[src/rtl/door_array_if.sv]
// door_array_if: bundles the door controller's pixel, player, door-map and
// status signals. The master side (player-motion logic / sequencer) drives
// positions and level_clr; the slave side (door_array) returns pixel hits,
// reach flags, animation frames and level status.
interface door_array_if #(
  parameter int unsigned NUM_DOORS   = 2,
  parameter int unsigned NUM_PLAYERS = 2,
  parameter int unsigned ANIM_FRAMES = 4
);
  localparam int unsigned OwnerW = (NUM_PLAYERS > 1) ? $clog2(NUM_PLAYERS) : 1;
  localparam int unsigned FrameW = $clog2(ANIM_FRAMES);

  // Pixel scan and player state
  logic [9:0]              DrawX;
  logic [9:0]              DrawY;
  logic [9:0]              BallX       [NUM_PLAYERS];
  logic [9:0]              BallY       [NUM_PLAYERS];
  logic [9:0]              Collision_h;

  // Door map, in 16-pixel tiles
  logic [9:0]              door_row    [NUM_DOORS];
  logic [9:0]              door_col    [NUM_DOORS];
  logic [OwnerW-1:0]       door_owner  [NUM_DOORS];

  logic                    level_clr;

  // Door status
  logic [NUM_DOORS-1:0]    on;
  logic [NUM_DOORS-1:0]    reach;
  logic [FrameW-1:0]       anim_frame  [NUM_DOORS];
  logic [NUM_DOORS-1:0]    door_open;
  logic                    level_done;

  modport master (
    output DrawX, DrawY, BallX, BallY, Collision_h,
    output door_row, door_col, door_owner, level_clr,
    input  on, reach, anim_frame, door_open, level_done
  );

  modport slave (
    input  DrawX, DrawY, BallX, BallY, Collision_h,
    input  door_row, door_col, door_owner, level_clr,
    output on, reach, anim_frame, door_open, level_done
  );
endinterface

[src/rtl/door_array.sv]
// door_array: exit-door controller for NUM_DOORS doors and NUM_PLAYERS sprites.
// Per frame it registers which doors are occupied, animates each door through
// CLOSED/OPENING/OPEN/CLOSING, counts dwell while an open door stays occupied
// and raises a sticky level_done once every door is open with full dwell.
//
// Build option: define DOOR_OWNER_EN so that door d only accepts player
// door_owner[d]; without it any player opens any door and door_owner is ignored.
module door_array #(
  parameter int unsigned NUM_DOORS    = 2,
  parameter int unsigned NUM_PLAYERS  = 2,
  parameter int unsigned DOOR_W       = 32,
  parameter int unsigned DOOR_H       = 32,
  parameter int unsigned ANIM_FRAMES  = 4,
  parameter int unsigned ANIM_PERIOD  = 8,
  parameter int unsigned DWELL_FRAMES = 30
) (
  input logic         frame_clk,
  input logic         RESET,
  door_array_if.slave bus
);

  localparam int unsigned OwnerW = (NUM_PLAYERS > 1) ? $clog2(NUM_PLAYERS) : 1;
  localparam int unsigned FrameW = $clog2(ANIM_FRAMES);
  localparam int unsigned TickW  = (ANIM_PERIOD > 1) ? $clog2(ANIM_PERIOD) : 1;
  localparam int unsigned DwellW = $clog2(DWELL_FRAMES + 1);

  localparam logic [11:0]        DoorW12   = 12'(DOOR_W);
  localparam logic [11:0]        DoorH12   = 12'(DOOR_H);
  localparam logic [FrameW-1:0]  LastFrame = FrameW'(ANIM_FRAMES - 1);
  localparam logic [TickW-1:0]   LastTick  = TickW'(ANIM_PERIOD - 1);
  localparam logic [DwellW-1:0]  DwellMax  = DwellW'(DWELL_FRAMES);

  typedef enum logic [1:0] {
    StClosed,
    StOpening,
    StOpen,
    StClosing
  } door_state_e;

  // Player-on-door test. Everything is widened to 12 bits so the offsets
  // cannot wrap; a collision height taller than the door row clamps the
  // lower edge at zero instead of underflowing.
  function automatic logic player_hit(
    input logic [9:0] col,
    input logic [9:0] row,
    input logic [9:0] bx,
    input logic [9:0] by,
    input logic [9:0] ch
  );
    logic [11:0] px;
    logic [11:0] py;
    logic [11:0] cx;
    logic [11:0] cy;
    logic [11:0] lo_y;
    px   = 12'({col, 4'h0});
    py   = 12'({row, 4'h0});
    cx   = 12'(bx) + 12'd25;
    cy   = 12'(by) + 12'd7;
    lo_y = (py < 12'(ch)) ? 12'd0 : (py - 12'(ch));
    player_hit = (px < cx) && (cx < (px + DoorW12)) &&
                 (lo_y < cy) && (cy < (py + DoorH12));
  endfunction

  // Door sprite pixel test. The sprite sits one tile above the door row;
  // shifting DrawY down one tile keeps the compare free of negative values.
  function automatic logic pixel_hit(
    input logic [9:0] col,
    input logic [9:0] row,
    input logic [9:0] dx,
    input logic [9:0] dy
  );
    logic [11:0] ox;
    logic [11:0] oy;
    logic [11:0] x;
    logic [11:0] y;
    ox = 12'({col, 4'h0});
    oy = 12'({row, 4'h0});
    x  = 12'(dx);
    y  = 12'(dy) + 12'd16;
    pixel_hit = (x >= ox) && (x < (ox + DoorW12)) &&
                (y >= oy) && (y < (oy + DoorH12));
  endfunction

  // Whether door d listens to player p.
  function automatic logic accepts(input logic [OwnerW-1:0] owner, input int p);
`ifdef DOOR_OWNER_EN
    accepts = (owner == OwnerW'(p));
`else
    accepts = (owner == owner);
`endif
  endfunction

  logic [NUM_DOORS-1:0] on_hit;
  logic [NUM_DOORS-1:0] reach_d;
  logic [NUM_DOORS-1:0] reach_q;
  logic                 all_done;
  logic                 done_q;

  door_state_e          state_q [NUM_DOORS];
  logic [TickW-1:0]     tick_q  [NUM_DOORS];
  logic [FrameW-1:0]    frame_q [NUM_DOORS];
  logic [DwellW-1:0]    dwell_q [NUM_DOORS];
  logic [NUM_DOORS-1:0] open_q;

  // Combinational door sprite hit for the colour mapper.
  always_comb begin
    on_hit = '0;
    for (int d = 0; d < NUM_DOORS; d++) begin
      on_hit[d] = pixel_hit(bus.door_col[d], bus.door_row[d], bus.DrawX, bus.DrawY);
    end
  end

  // OR of player hits over the players each door accepts.
  always_comb begin
    reach_d = '0;
    for (int d = 0; d < NUM_DOORS; d++) begin
      for (int p = 0; p < NUM_PLAYERS; p++) begin
        if (accepts(bus.door_owner[d], p) &&
            player_hit(bus.door_col[d], bus.door_row[d], bus.BallX[p], bus.BallY[p],
                       bus.Collision_h)) begin
          reach_d[d] = 1'b1;
        end
      end
    end
  end

  // Register occupancy once per frame; the FSMs only ever see this copy.
  always_ff @(posedge frame_clk or posedge RESET) begin
    if (RESET) begin
      reach_q <= '0;
    end else begin
      reach_q <= reach_d;
    end
  end

  // Per-door animation FSM with dwell counter and registered door_open.
  always_ff @(posedge frame_clk or posedge RESET) begin
    if (RESET) begin
      for (int d = 0; d < NUM_DOORS; d++) begin
        state_q[d] <= StClosed;
        tick_q[d]  <= '0;
        frame_q[d] <= '0;
        dwell_q[d] <= '0;
      end
      open_q <= '0;
    end else begin
      for (int d = 0; d < NUM_DOORS; d++) begin
        unique case (state_q[d])
          StClosed: begin
            if (reach_q[d]) begin
              state_q[d] <= StOpening;
              tick_q[d]  <= '0;
              frame_q[d] <= '0;
            end
          end
          StOpening: begin
            if (!reach_q[d]) begin
              // Reverse in place: frame and tick carry over.
              state_q[d] <= StClosing;
            end else if (frame_q[d] == LastFrame) begin
              // Only reachable by reversing out of CLOSING at the last frame.
              state_q[d] <= StOpen;
              tick_q[d]  <= '0;
              dwell_q[d] <= '0;
              open_q[d]  <= 1'b1;
            end else if (tick_q[d] == LastTick) begin
              tick_q[d]  <= '0;
              frame_q[d] <= frame_q[d] + 1'b1;
              if (frame_q[d] == LastFrame - 1'b1) begin
                state_q[d] <= StOpen;
                dwell_q[d] <= '0;
                open_q[d]  <= 1'b1;
              end
            end else begin
              tick_q[d] <= tick_q[d] + 1'b1;
            end
          end
          StOpen: begin
            if (!reach_q[d]) begin
              state_q[d] <= StClosing;
              dwell_q[d] <= '0;
              open_q[d]  <= 1'b0;
            end else if (dwell_q[d] != DwellMax) begin
              dwell_q[d] <= dwell_q[d] + 1'b1;
            end
          end
          StClosing: begin
            if (reach_q[d]) begin
              state_q[d] <= StOpening;
            end else if (frame_q[d] == '0) begin
              // Only reachable by reversing out of OPENING at frame 0.
              state_q[d] <= StClosed;
              tick_q[d]  <= '0;
            end else if (tick_q[d] == LastTick) begin
              tick_q[d]  <= '0;
              frame_q[d] <= frame_q[d] - 1'b1;
              if (frame_q[d] == FrameW'(1)) begin
                state_q[d] <= StClosed;
              end
            end else begin
              tick_q[d] <= tick_q[d] + 1'b1;
            end
          end
          default: begin
            state_q[d] <= StClosed;
            open_q[d]  <= 1'b0;
          end
        endcase
        // level_clr overrides any dwell update from the FSM above.
        if (bus.level_clr) begin
          dwell_q[d] <= '0;
        end
      end
    end
  end

  // True when every door is open and has dwelt long enough.
  always_comb begin
    all_done = 1'b1;
    for (int d = 0; d < NUM_DOORS; d++) begin
      if (!((state_q[d] == StOpen) && (dwell_q[d] == DwellMax))) begin
        all_done = 1'b0;
      end
    end
  end

  // Sticky level-complete; a clear on the same edge wins over a set.
  always_ff @(posedge frame_clk or posedge RESET) begin
    if (RESET) begin
      done_q <= 1'b0;
    end else if (bus.level_clr) begin
      done_q <= 1'b0;
    end else if (all_done) begin
      done_q <= 1'b1;
    end
  end

  assign bus.on         = on_hit;
  assign bus.reach      = reach_q;
  assign bus.anim_frame = frame_q;
  assign bus.door_open  = open_q;
  assign bus.level_done = done_q;

endmodule

[src/flat_wrapper.sv]
// flat-port wrapper written by rule: the top's interface ports become plain ports
module door_array_flat 
#(
  parameter int unsigned NUM_DOORS    = 2,
  parameter int unsigned NUM_PLAYERS  = 2,
  parameter int unsigned DOOR_W       = 32,
  parameter int unsigned DOOR_H       = 32,
  parameter int unsigned ANIM_FRAMES  = 4,
  parameter int unsigned ANIM_PERIOD  = 8,
  parameter int unsigned DWELL_FRAMES = 30
)
  (frame_clk, RESET, bus_DrawX, bus_DrawY, bus_BallX, bus_BallY, bus_Collision_h, bus_door_row, bus_door_col, bus_door_owner, bus_level_clr, bus_on, bus_reach, bus_anim_frame, bus_door_open, bus_level_done);
  door_array_if #(.NUM_DOORS(NUM_DOORS), .NUM_PLAYERS(NUM_PLAYERS), .ANIM_FRAMES(ANIM_FRAMES)) bus_i ();
  input logic frame_clk;
  input logic RESET;
  input wire logic [$bits(bus_i.DrawX)-1:0] bus_DrawX;
  input wire logic [$bits(bus_i.DrawY)-1:0] bus_DrawY;
  input wire logic [$bits(bus_i.BallX)-1:0] bus_BallX;
  input wire logic [$bits(bus_i.BallY)-1:0] bus_BallY;
  input wire logic [$bits(bus_i.Collision_h)-1:0] bus_Collision_h;
  input wire logic [$bits(bus_i.door_row)-1:0] bus_door_row;
  input wire logic [$bits(bus_i.door_col)-1:0] bus_door_col;
  input wire logic [$bits(bus_i.door_owner)-1:0] bus_door_owner;
  input wire logic [$bits(bus_i.level_clr)-1:0] bus_level_clr;
  output wire logic [$bits(bus_i.on)-1:0] bus_on;
  output wire logic [$bits(bus_i.reach)-1:0] bus_reach;
  output wire logic [$bits(bus_i.anim_frame)-1:0] bus_anim_frame;
  output wire logic [$bits(bus_i.door_open)-1:0] bus_door_open;
  output wire logic [$bits(bus_i.level_done)-1:0] bus_level_done;
  assign bus_i.DrawX = bus_DrawX;
  assign bus_i.DrawY = bus_DrawY;
  assign bus_i.BallX = {>>{bus_BallX}};
  assign bus_i.BallY = {>>{bus_BallY}};
  assign bus_i.Collision_h = bus_Collision_h;
  assign bus_i.door_row = {>>{bus_door_row}};
  assign bus_i.door_col = {>>{bus_door_col}};
  assign bus_i.door_owner = {>>{bus_door_owner}};
  assign bus_i.level_clr = bus_level_clr;
  assign bus_on = bus_i.on;
  assign bus_reach = bus_i.reach;
  assign bus_anim_frame = {>>{bus_i.anim_frame}};
  assign bus_door_open = bus_i.door_open;
  assign bus_level_done = bus_i.level_done;
  door_array #(.NUM_DOORS(NUM_DOORS), .NUM_PLAYERS(NUM_PLAYERS), .DOOR_W(DOOR_W), .DOOR_H(DOOR_H), .ANIM_FRAMES(ANIM_FRAMES), .ANIM_PERIOD(ANIM_PERIOD), .DWELL_FRAMES(DWELL_FRAMES)) u_core (.frame_clk(frame_clk), .RESET(RESET), .bus(bus_i));
endmodule
[config.mk]
export PLATFORM = sky130hd
export DESIGN_NAME = door_array_flat
export DESIGN_NICKNAME = d
export VERILOG_FILES = /design/src/rtl/door_array_if.sv /design/src/rtl/door_array.sv /design/src/flat_wrapper.sv
export SDC_FILE = /design/constraint.sdc
export NUM_CORES = 1
export LEC_CHECK = 0
export BUFFER_PORTS_ARGS = -buffer_cell sky130_fd_sc_hd__buf_2
export CORE_MARGIN = 2
export CORE_UTILIZATION = 53
export DETAILED_ROUTE_END_ITERATION = 8
export GPL_TIMING_DRIVEN = 0
export PLACE_DENSITY = 0.79
export SETUP_SLACK_MARGIN = 0.15
export SYNTH_ARGS = -nofsm -noshare
export SYNTH_HDL_FRONTEND = slang
export SYNTH_SLANG_ARGS = --single-unit
export TNS_END_PERCENT = 5
[constraint.sdc]
create_clock -name frame_clk -period 2.8 [get_ports frame_clk]
set_clock_uncertainty 0.1 [all_clocks]
set_input_delay 0.56 -clock frame_clk [delete_from_list [all_inputs] [get_ports frame_clk]]
set_output_delay 0.56 -clock frame_clk [all_outputs]
set_load 0.01 [all_outputs]
## Word-level counts from Yosys, hierarchy flattened

Cells that the tools add are included.

| word-level totals | value |
|---|---|
| register bits after elaboration | 29 |
| output and inout bits | 11 |
| logic and storage cells | 242 |

| operators by class | value |
|---|---|
| equality and inequality tests | 54 |
| add/subtract/negate cells | 19 |
| $lt $le $gt $ge | 26 |
| reduce and logical (&&, ||, !) cells | 41 |
| multiplexer cells | 90 |

Operators with widths:

| cell | count |
|---|---|
| < comparator 12 bit | 17 |
| 2-to-1 mux 5 bit | 14 |
| 2-to-1 mux 2 bit | 34 |
| adder 12 x 6 -> 12 bit, second input constant | 4 |
| 2-to-1 mux 3 bit | 12 |
| adder 10 x 5 -> 11 bit, second input constant | 3 |
| greater-or-equal comparator 10 x 12 -> 1 bit | 2 |
| < comparator 10 x 12 -> 1 bit | 2 |
| < comparator 12 x 10 -> 1 bit | 2 |
| 2-to-1 mux 12 bit | 2 |
| != test 4 bit, second input constant | 6 |
| subtractor 12 x 10 -> 12 bit | 2 |
| adder 10 x 3 -> 11 bit, second input constant | 2 |
| logical AND 1 bit | 20 |
| one-hot mux 5 bit (2 select lines) | 2 |
| AND reduction 5 bit | 4 |
| 2-to-1 mux 1 bit | 18 |
| one-hot mux 3 bit (3 select lines) | 2 |
| == test 2 bit, second input constant | 8 |
| != test 2 x 1 -> 1 bit, second input constant | 8 |
| != test 2 bit, second input constant | 8 |
| != test 4 x 1 -> 1 bit, second input constant | 4 |
| != test 4 x 2 -> 1 bit, second input constant | 4 |
| one-hot mux 2 bit (4 select lines) | 2 |
| 21 further kinds | 48 |

## Depth between registers and ports, before layout

Gate-level depths: netlist of run 1.

| logic depth | value |
|---|---|
| word-level depth | 7 |
| depth in mapped cells | 17 |
| depth with buffers taken out | 16 |

## Least setup slack after synthesis of run 1

OpenSTA, ideal clock, no wires.

| timing | value |
|---|---|
| kind | input-to-reg |
| start | input bus_Collision_h[5] |
| end | register u_core.reach_q[1], in the netlist u_core.bus.reach[1] |
| data arrival time | 3.656 ns |
| required time | 2.620 ns |
| setup slack | -1.037 ns |
| stages | 17 |
| library setup time | 0.080 ns |
| cell sequence | inv_1 ha_1 or3_1 o2111a_1 o21a_1 a21boi_2 buf_2 nor2_1 ha_1 a21o_1 a41oi_1 a21oi_1 a2111o_1 a211oi_1 o311ai_0 o41a_1 nor3_2 |

| between the ends | value |
|---|---|
| cells in the longest elaborated chain, start to end | 7 |
| elaborated cells on any way between the ends | 11 |

Ends and longest elaborated chain:

| element | RTL line | source |
|---|---|---|
| start, declared | flat_wrapper.sv:20 | `input wire logic [$bits(bus_i.Collision_h)-1:0] bus_Collision_h;` |
| subtractor 12 x 10 -> 12 bit or < comparator 12 x 10 -> 1 bit (tied branches) | door_array.sv:59 | `lo_y = (py < 12'(ch)) ? 12'd0 : (py - 12'(ch));` |
| 2-to-1 mux 12 bit * | door_array.sv:59 |  |
| < comparator 12 bit | door_array.sv:61 | `(lo_y < cy) && (cy < (py + DoorH12));` |
| logical AND 1 bit | door_array.sv:60 | `player_hit = (px < cx) && (cx < (px + DoorW12)) &&` |
| logical AND 1 bit | door_array.sv:61 |  |
| 2-to-1 mux 1 bit | door_array.sv:118 | `if (accepts(bus.door_owner[d], p) &&` |
| 2-to-1 mux 1 bit * | door_array.sv:118 |  |
| via u_core.reach_d[1] | door_array.sv:94 | `logic [NUM_DOORS-1:0] reach_d;` |
| end signal, assigned | door_array.sv:132 | `reach_q <= reach_d;` |
| end, declared | door_array.sv:95 | `logic [NUM_DOORS-1:0] reach_q;` |

Mark *: on every way through the listed nets, which the timed path passes. The rest lies on a longest branch.
A chain may end at the register's enable or synchronous reset.

## Final worst setup path of run 1

Ends and elaborated chain as after synthesis.

==> results of run 1 <==
==> flip-flops by register name, indices dropped and copies added (netlist names) <==
register and count:
u_core.bus.level_done 1, u_core.bus.anim_frame 4, u_core.dwell_q 10, u_core.state_q 4, u_core.bus.reach 2, u_core.tick_q 6, u_core.bus.door_open 2
==> stage by stage <==
step	cells	setup TNS (ns)	util (%)	power, µW	instance area, µm²
final	1219	-2.99	65.0	3450	8600
after CTS	1216	-3.21	63.4	3370	8390
after floorplan	916	-2.07	-	2190	7310
after global routing	1219	-3.63	65.0	3820	8600
after global placement	1207	-4.60	61.2	2740	8100
after detailed placement	1207	-4.73	61.2	2800	8100
==> cell usage in the layout (no fill, tap or decap), types with 4 or more instances in the layout <==
master,netlist,final
dfrtp_1,29,29
clkbuf_16,0,5
a21oi_1,65,60
a31oi_1,7,7
and2_1,6,6
nor2_1,58,52
nand2b_1,16,15
xnor2_1,40,34
ha_1,210,199
nand4_1,11,11
nor2b_1,23,23
o211ai_1,7,7
o21ai_1,1,5
xnor2_2,0,6
xor2_1,23,22
nor3_1,23,22
a21o_1,11,11
mux2_2,5,5
o21ai_0,72,68
a21oi_2,0,5
ha_4,0,11
buf_2,1,109
buf_4,0,8
and3_1,16,16
o21a_1,14,14
mux2i_1,4,4
nand2_1,51,51
or3_1,6,6
a211oi_1,12,9
nor4_1,11,10
inv_1,100,96
o31ai_1,10,8
nand3b_1,8,8
nand3_1,33,33
==> worst register-to-register path, stage by stage (launching register included) <==
cell and delay, ns:
dfrtp_1 0.39, inv_1 0.10, ha_1 0.28, nand4_1 0.16, nand3_1 0.09, a21o_1 0.24
nor2b_1 0.20, or3b_2 0.49, o31ai_1 0.19
==> per-layer routing <==
metal	vias to the layer above	wire length, µm
met1	3331	8850
met3	55	869
met4	0	672
li1	3570	-
met2	211	9630
met5	-	0
==> how the worst max path moves through the flow <==
stage | startpoint | end | slack, ns
final | bus_Collision_h[5] | u_core.bus.reach[1] | -0.96
after global routing | bus_Collision_h[5] | u_core.bus.reach[1] | -1.06
after CTS | bus_door_row[1] | u_core.bus.reach[1] | -0.88
after detailed placement | bus_door_row[10] | u_core.bus.reach[0] | -1.71
after global placement | bus_door_row[10] | u_core.bus.reach[0] | -1.69
after floorplan | bus_Collision_h[5] | u_core.bus.reach[1] | -0.70
==> power groups by stage <==
stage          sequential, µW  combinational [µW]  clock [µW]
2_1_floorplan             626                1570           0
3_3_place_gp              623                2110           0
3_5_place_dp              627                2180           0
4_1_cts                   623                2250         497
5_1_grt                   635                2670         514
6_report                  622                2340         488
==> logic make-up after synthesis <==
logic type,Yosys count,synth area share (%)
compound gates,226,19.2
xor+xnor,63,7.66
fa+ha+maj,211,36.6
buf+inv,103,5.38
flops,29,10.1
mux,9,1.34
simple gates,275,19.7
==> cell type report <==
class / instances / area share, %
Inverter: 100 / 4.54
Clock buffer: 5 / 1.45
Timing Repair Buffer: 121 / 7.67
Tap cell: 176 / 2.56
Sequential cell: 29 / 8.44
Multi-Input combinational cell: 784 / 75.0
Clock inverter: 1 / 0.0582
Buffer: 3 / 0.262
==> what timing repair did <==
action,in CTS,in global routing
endpoints found under the setup margin,4,4
gates resized for setup,31,35
pin swaps,14,9
setup buffers,3,3
==> flow_summary.toml, run 1 <==
[clock_network]
cts_buffers = 5
ctsHoldBuffers = 0
cts_sinks = 29
clk_pin_slew_ns = 0.05
clock_latency_ns = 0.27
cts_htree_levels = 2
cts_tree = "done"
clock-root-buffer = "clkbuf_16"
clockBufferDepth = 2

[synth]
yosysMostFrequentCell = "ha_1"
ys_ff_latch = 29
async_flop_share_pct = 100
synth_area_leaders = "ha_1 (36%), dfrtp_1 (10%), inv_1 (5.2%)"
synth_top_cell_area_share_pct = 36.5
yosysTopAreaCell = "ha_1"
synth_cell_types = 57
syn_avg_cell_area_um2 = 7.87
synth_cells = 916
syn_area_um2 = 7210
ys_seq_area_share_pct = 10.1
synth-edff-count = 0
yosysWarnings = 0
synth_flop_cell = "dfrtp_1"
syn_nets = 1241
synth_top_cells_by_count = "ha_1 (210), inv_1 (100), o21ai_0 (72)"

[setup_path]
crit_buf_inv = 3
reg2reg_depth = 8
critPathMostFrequentCell = "ha_4"
crit_family = "compound AO/OA/AOI/OAI gates"
crit_type = "in -> reg"
crit_cells = 18
worstPathArrival_ns = 3.84
regToRegSetupSlack_ns = 0.46
reg2reg_to = "u_core.dwell_q[9]"
rr_startpoint = "u_core.state_q[2]"
critPathMaxFanout = 7
required_ns = 2.89
cp_cell_sequence = "buf_8 > inv_12 > ha_4 > or3_1 > o2111a_1 > o21a_1 > a21boi_2 > buf_6 > nor2_4 > ha_4 > a21o_1 > a41oi_2 > a21oi_2 > a2111o_1 > a211oi_2 > o311ai_2 > o41a_1 > nor3_2"
end_kind = "flip-flop"
cp-start-kind = "input pin"
cpPeakStageDelay_ns = 0.38
worst_path_max_delay_cell = "or3_1"

[global_routing]
grtUsageMet1_pct = 34.6
antenna_found_initial = 0
grt_pass1_wl_um = 32200
met3_usage_pct = 1.84
grt_overflow = 0
grt_max_degree = 30
grt_use_met2_pct = 47.0
grt_usage_pct = 26.7
grt_pass1_vias = 7024
busiest_layer = "met2"

[drt]
wl_per_cell_um = 16.4
drtAntennaViolNets = 0
drt_iter0_drc = 415
totalWireLength_um = 20000
drt_pass1_iterations = 5
vias = 7167
drcViolationCount = 0
vias_per_cell = 5.88

[hold_path]
min_from = "u_core.dwell_q[4]"
worstHoldEndpoint = "u_core.dwell_q[4]"
hold_depth = 1
hold_class = "reg -> reg"

[floorplan]
die_h_um = 121
ios = 126
fp.dieW_um = 121
core_area_um2 = 13200
initial_core_util_pct = 54.4
die_area_um2 = 14500
fp-row-count = 42

[final_layout]
multiInputGateArea_um2 = 6450
layout-drive-gt1-share_pct = 18.0
fillCellCount = 1184
seq_area_um2 = 726
insertedDiodeCount = 0
nets = 1369
area_delta_synth_final_pct = 19.4

[run]
maxCapViolations = 0

[sta]
setup_viol_count_final = 4
maxSlewHeadroom_pct = 27.3
final_max_slew_viol_count = 0
fmax_ghz = 0.266
holdWs_ns = 0.390
min_period_ns = 3.76
post-route-period-util_pct = 134
rsz0062_at_grt = "yes"
worst_pin_slew_ns = 1.09
hold_viol_final = 0
final.setup.worst_slack_ns = -0.957

[power]
p_switching_uw = 1610
power_density_nw_per_um2 = 401
pwr-share-clk_pct = 14.1
pwr-share-seq_pct = 18.0
peakVddDrop_mv = 0.266
power.share.combinational_pct = 67.8
swShare_pct = 46.7
p_leak_uw = 0.00431
internal-power_uw = 1840

[status]
status = "finished with violations"
violations = "setup timing"

[placement]
dp_hpwl_um = 16200
dp_slack_ns = -1.71
gp_congestion = 0.941
port-buffer-count = 115
Power figures use the tool's default switching activity.
==> run 2, diff against run 1 <==
--- a/config.mk
+++ b/config.mk
@@ -10,7 +10,7 @@
 export CORE_UTILIZATION = 53
 export DETAILED_ROUTE_END_ITERATION = 8
 export GPL_TIMING_DRIVEN = 0
-export PLACE_DENSITY = 0.79
+export PLACE_DENSITY = 0.82
 export SETUP_SLACK_MARGIN = 0.15
 export SYNTH_ARGS = -nofsm -noshare
 export SYNTH_HDL_FRONTEND = slang
==> flow_summary.toml, run 2 (same netlist as run 1, synthesis figures left out) <==
[drt]
vias = 7208
wl_per_cell_um = 15.8
drt_iter0_drc = 356
drtAntennaViolNets = 0
drt_pass1_iterations = 5
totalWireLength_um = 19300
drcViolationCount = 0
vias_per_cell = 5.92

[setup_path]
worstPathArrival_ns = 3.83
cpPeakStageDelay_ns = 0.38
worst_path_max_delay_cell = "o41a_1"
required_ns = 2.89
cp-start-kind = "input pin"
cp_cell_sequence = "buf_4 > ha_4 > or3_1 > o2111a_2 > o21a_4 > a21boi_2 > buf_6 > nor2_1 > ha_1 > a21oi_1 > o22ai_1 > a2111oi_2 > o221ai_1 > o41a_1 > nor3_2"
critPathMaxFanout = 8
rr_startpoint = "u_core.state_q[2]"
regToRegSetupSlack_ns = 0.36
end_kind = "flip-flop"
crit_type = "in -> reg"
reg2reg_depth = 8
crit_buf_inv = 2
crit_family = "compound AO/OA/AOI/OAI gates"
reg2reg_to = "u_core.dwell_q[9]"

[global_routing]
grt_pass1_vias = 7151
grt_max_degree = 30
grt_pass1_wl_um = 32000
antenna_found_initial = 0
grt_overflow = 0
grt_usage_pct = 26.6

[final_layout]
regMostFlops = "u_core.dwell_q"
area_delta_synth_final_pct = 17.8
mostFrequentLayoutCells = "ha_1 (200), buf_2 (112), inv_1 (97)"
seq_area_um2 = 726
top_regs = "u_core.dwell_q x10, u_core.tick_q x6"
largest_register_ffs = 10
insertedDiodeCount = 0
fillCellCount = 1173
nets = 1365
multiInputGateArea_um2 = 6380
layout-drive-gt1-share_pct = 17.3
final_common_cell = "ha_1"

[clock_network]
clockBufferDepth = 2
cts_sinks = 29
ctsHoldBuffers = 0
cts_htree_levels = 2
clk_pin_slew_ns = 0.05
clock-root-buffer = "clkbuf_16"
clock_latency_ns = 0.28
cts_buffers = 5
cts_tree = "done"

[status]
violations = "setup timing"
status = "finished with violations"

[sta]
final.setup.worst_slack_ns = -0.943
fmax_ghz = 0.267
hold_viol_final = 0
setup_viol_count_final = 4
maxSlewHeadroom_pct = 26.6
rsz0062_at_grt = "yes"
setup_tns_ns = -2.92
post-route-period-util_pct = 134
final_max_slew_viol_count = 0
worst_pin_slew_ns = 1.10
min_period_ns = 3.74

[placement]
dp_hpwl_um = 16200
port-buffer-count = 115
gp_congestion = 0.938
dp_slack_ns = -1.71

[floorplan]
fp.dieW_um = 121
die_area_um2 = 14500
core_area_um2 = 13200
die_h_um = 121
initial_core_util_pct = 54.4
ios = 126
fp-row-count = 42

[power]
power_density_nw_per_um2 = 403
peakVddDrop_mv = 0.252
p_leak_uw = 0.00428

[hold_path]
min_from = "u_core.dwell_q[4]"
hold_depth = 1
worstHoldEndpoint = "u_core.dwell_q[4]"
hold_class = "reg -> reg"

[run]
maxCapViolations = 0
-- run 2: repair_timing --
action | CTS | global route
pin swaps | 13 | 3
setup buffers | 2 | 0
setup endpoints to repair | 4 | 4
gates resized for setup | 30 | 12
-- run 2: final cells by class --
| class | instances | share of cell area, % |
|---|---|---|
| flip-flops and latches | 29 | 8.55 |
| multi-input cells | 784 | 75.2 |
| clock inverters | 3 | 0.206 |
| well taps | 176 | 2.59 |
| plain buffers | 3 | 0.339 |
| repair buffers | 117 | 7.05 |
| clock buffers | 5 | 1.47 |
| inverters | 100 | 4.57 |
-- run 2: worst max path at each step --
stage	from	to	slack, ns	cells past startpoint
finish	bus_door_row[1]	u_core.bus.reach[1]	-0.94	15
global route	bus_Collision_h[9]	u_core.bus.reach[1]	-1.03	14
CTS	bus_door_row[1]	u_core.bus.reach[1]	-0.83	15
detailed placement	bus_door_row[10]	u_core.bus.reach[0]	-1.71	14
global placement	bus_door_row[10]	u_core.bus.reach[0]	-1.72	14
floorplan	bus_Collision_h[5]	u_core.bus.reach[1]	-0.70	17
-- run 2: power by group --
part / total [µW] / leakage, µW / internal, µW / switching (µW)
sequential: 623 / 0.000380 / 526 / 97.5
clock: 519 / 0.0000696 / 325 / 194
combinational: 2280 / 0.00383 / 975 / 1300
-- run 2: per-layer routing --
layer	part of all wire, %	up-vias	GRT usage [%]	routed length, µm
li1	-	3578	-	-
met1	43	3333	33.1	8270
met2	48	230	47.3	9300
met3	5.1	67	2.45	985
met4	3.8	0	10.1	732
met5	0	-	0	0
-- run 2: through the flow --
step	hold WS (ns)	power (µW)	area (µm²)	utilization [%]	instances
final	0.384	3420	8490	64.1	1217
after detailed placement	0.368	2810	8100	61.2	1207
after global routing	0.400	3800	8490	64.1	1217
after floorplan	0.345	2190	7310	-	916
after global placement	0.367	2730	8100	61.2	1207
after CTS	0.385	3400	8420	63.6	1217
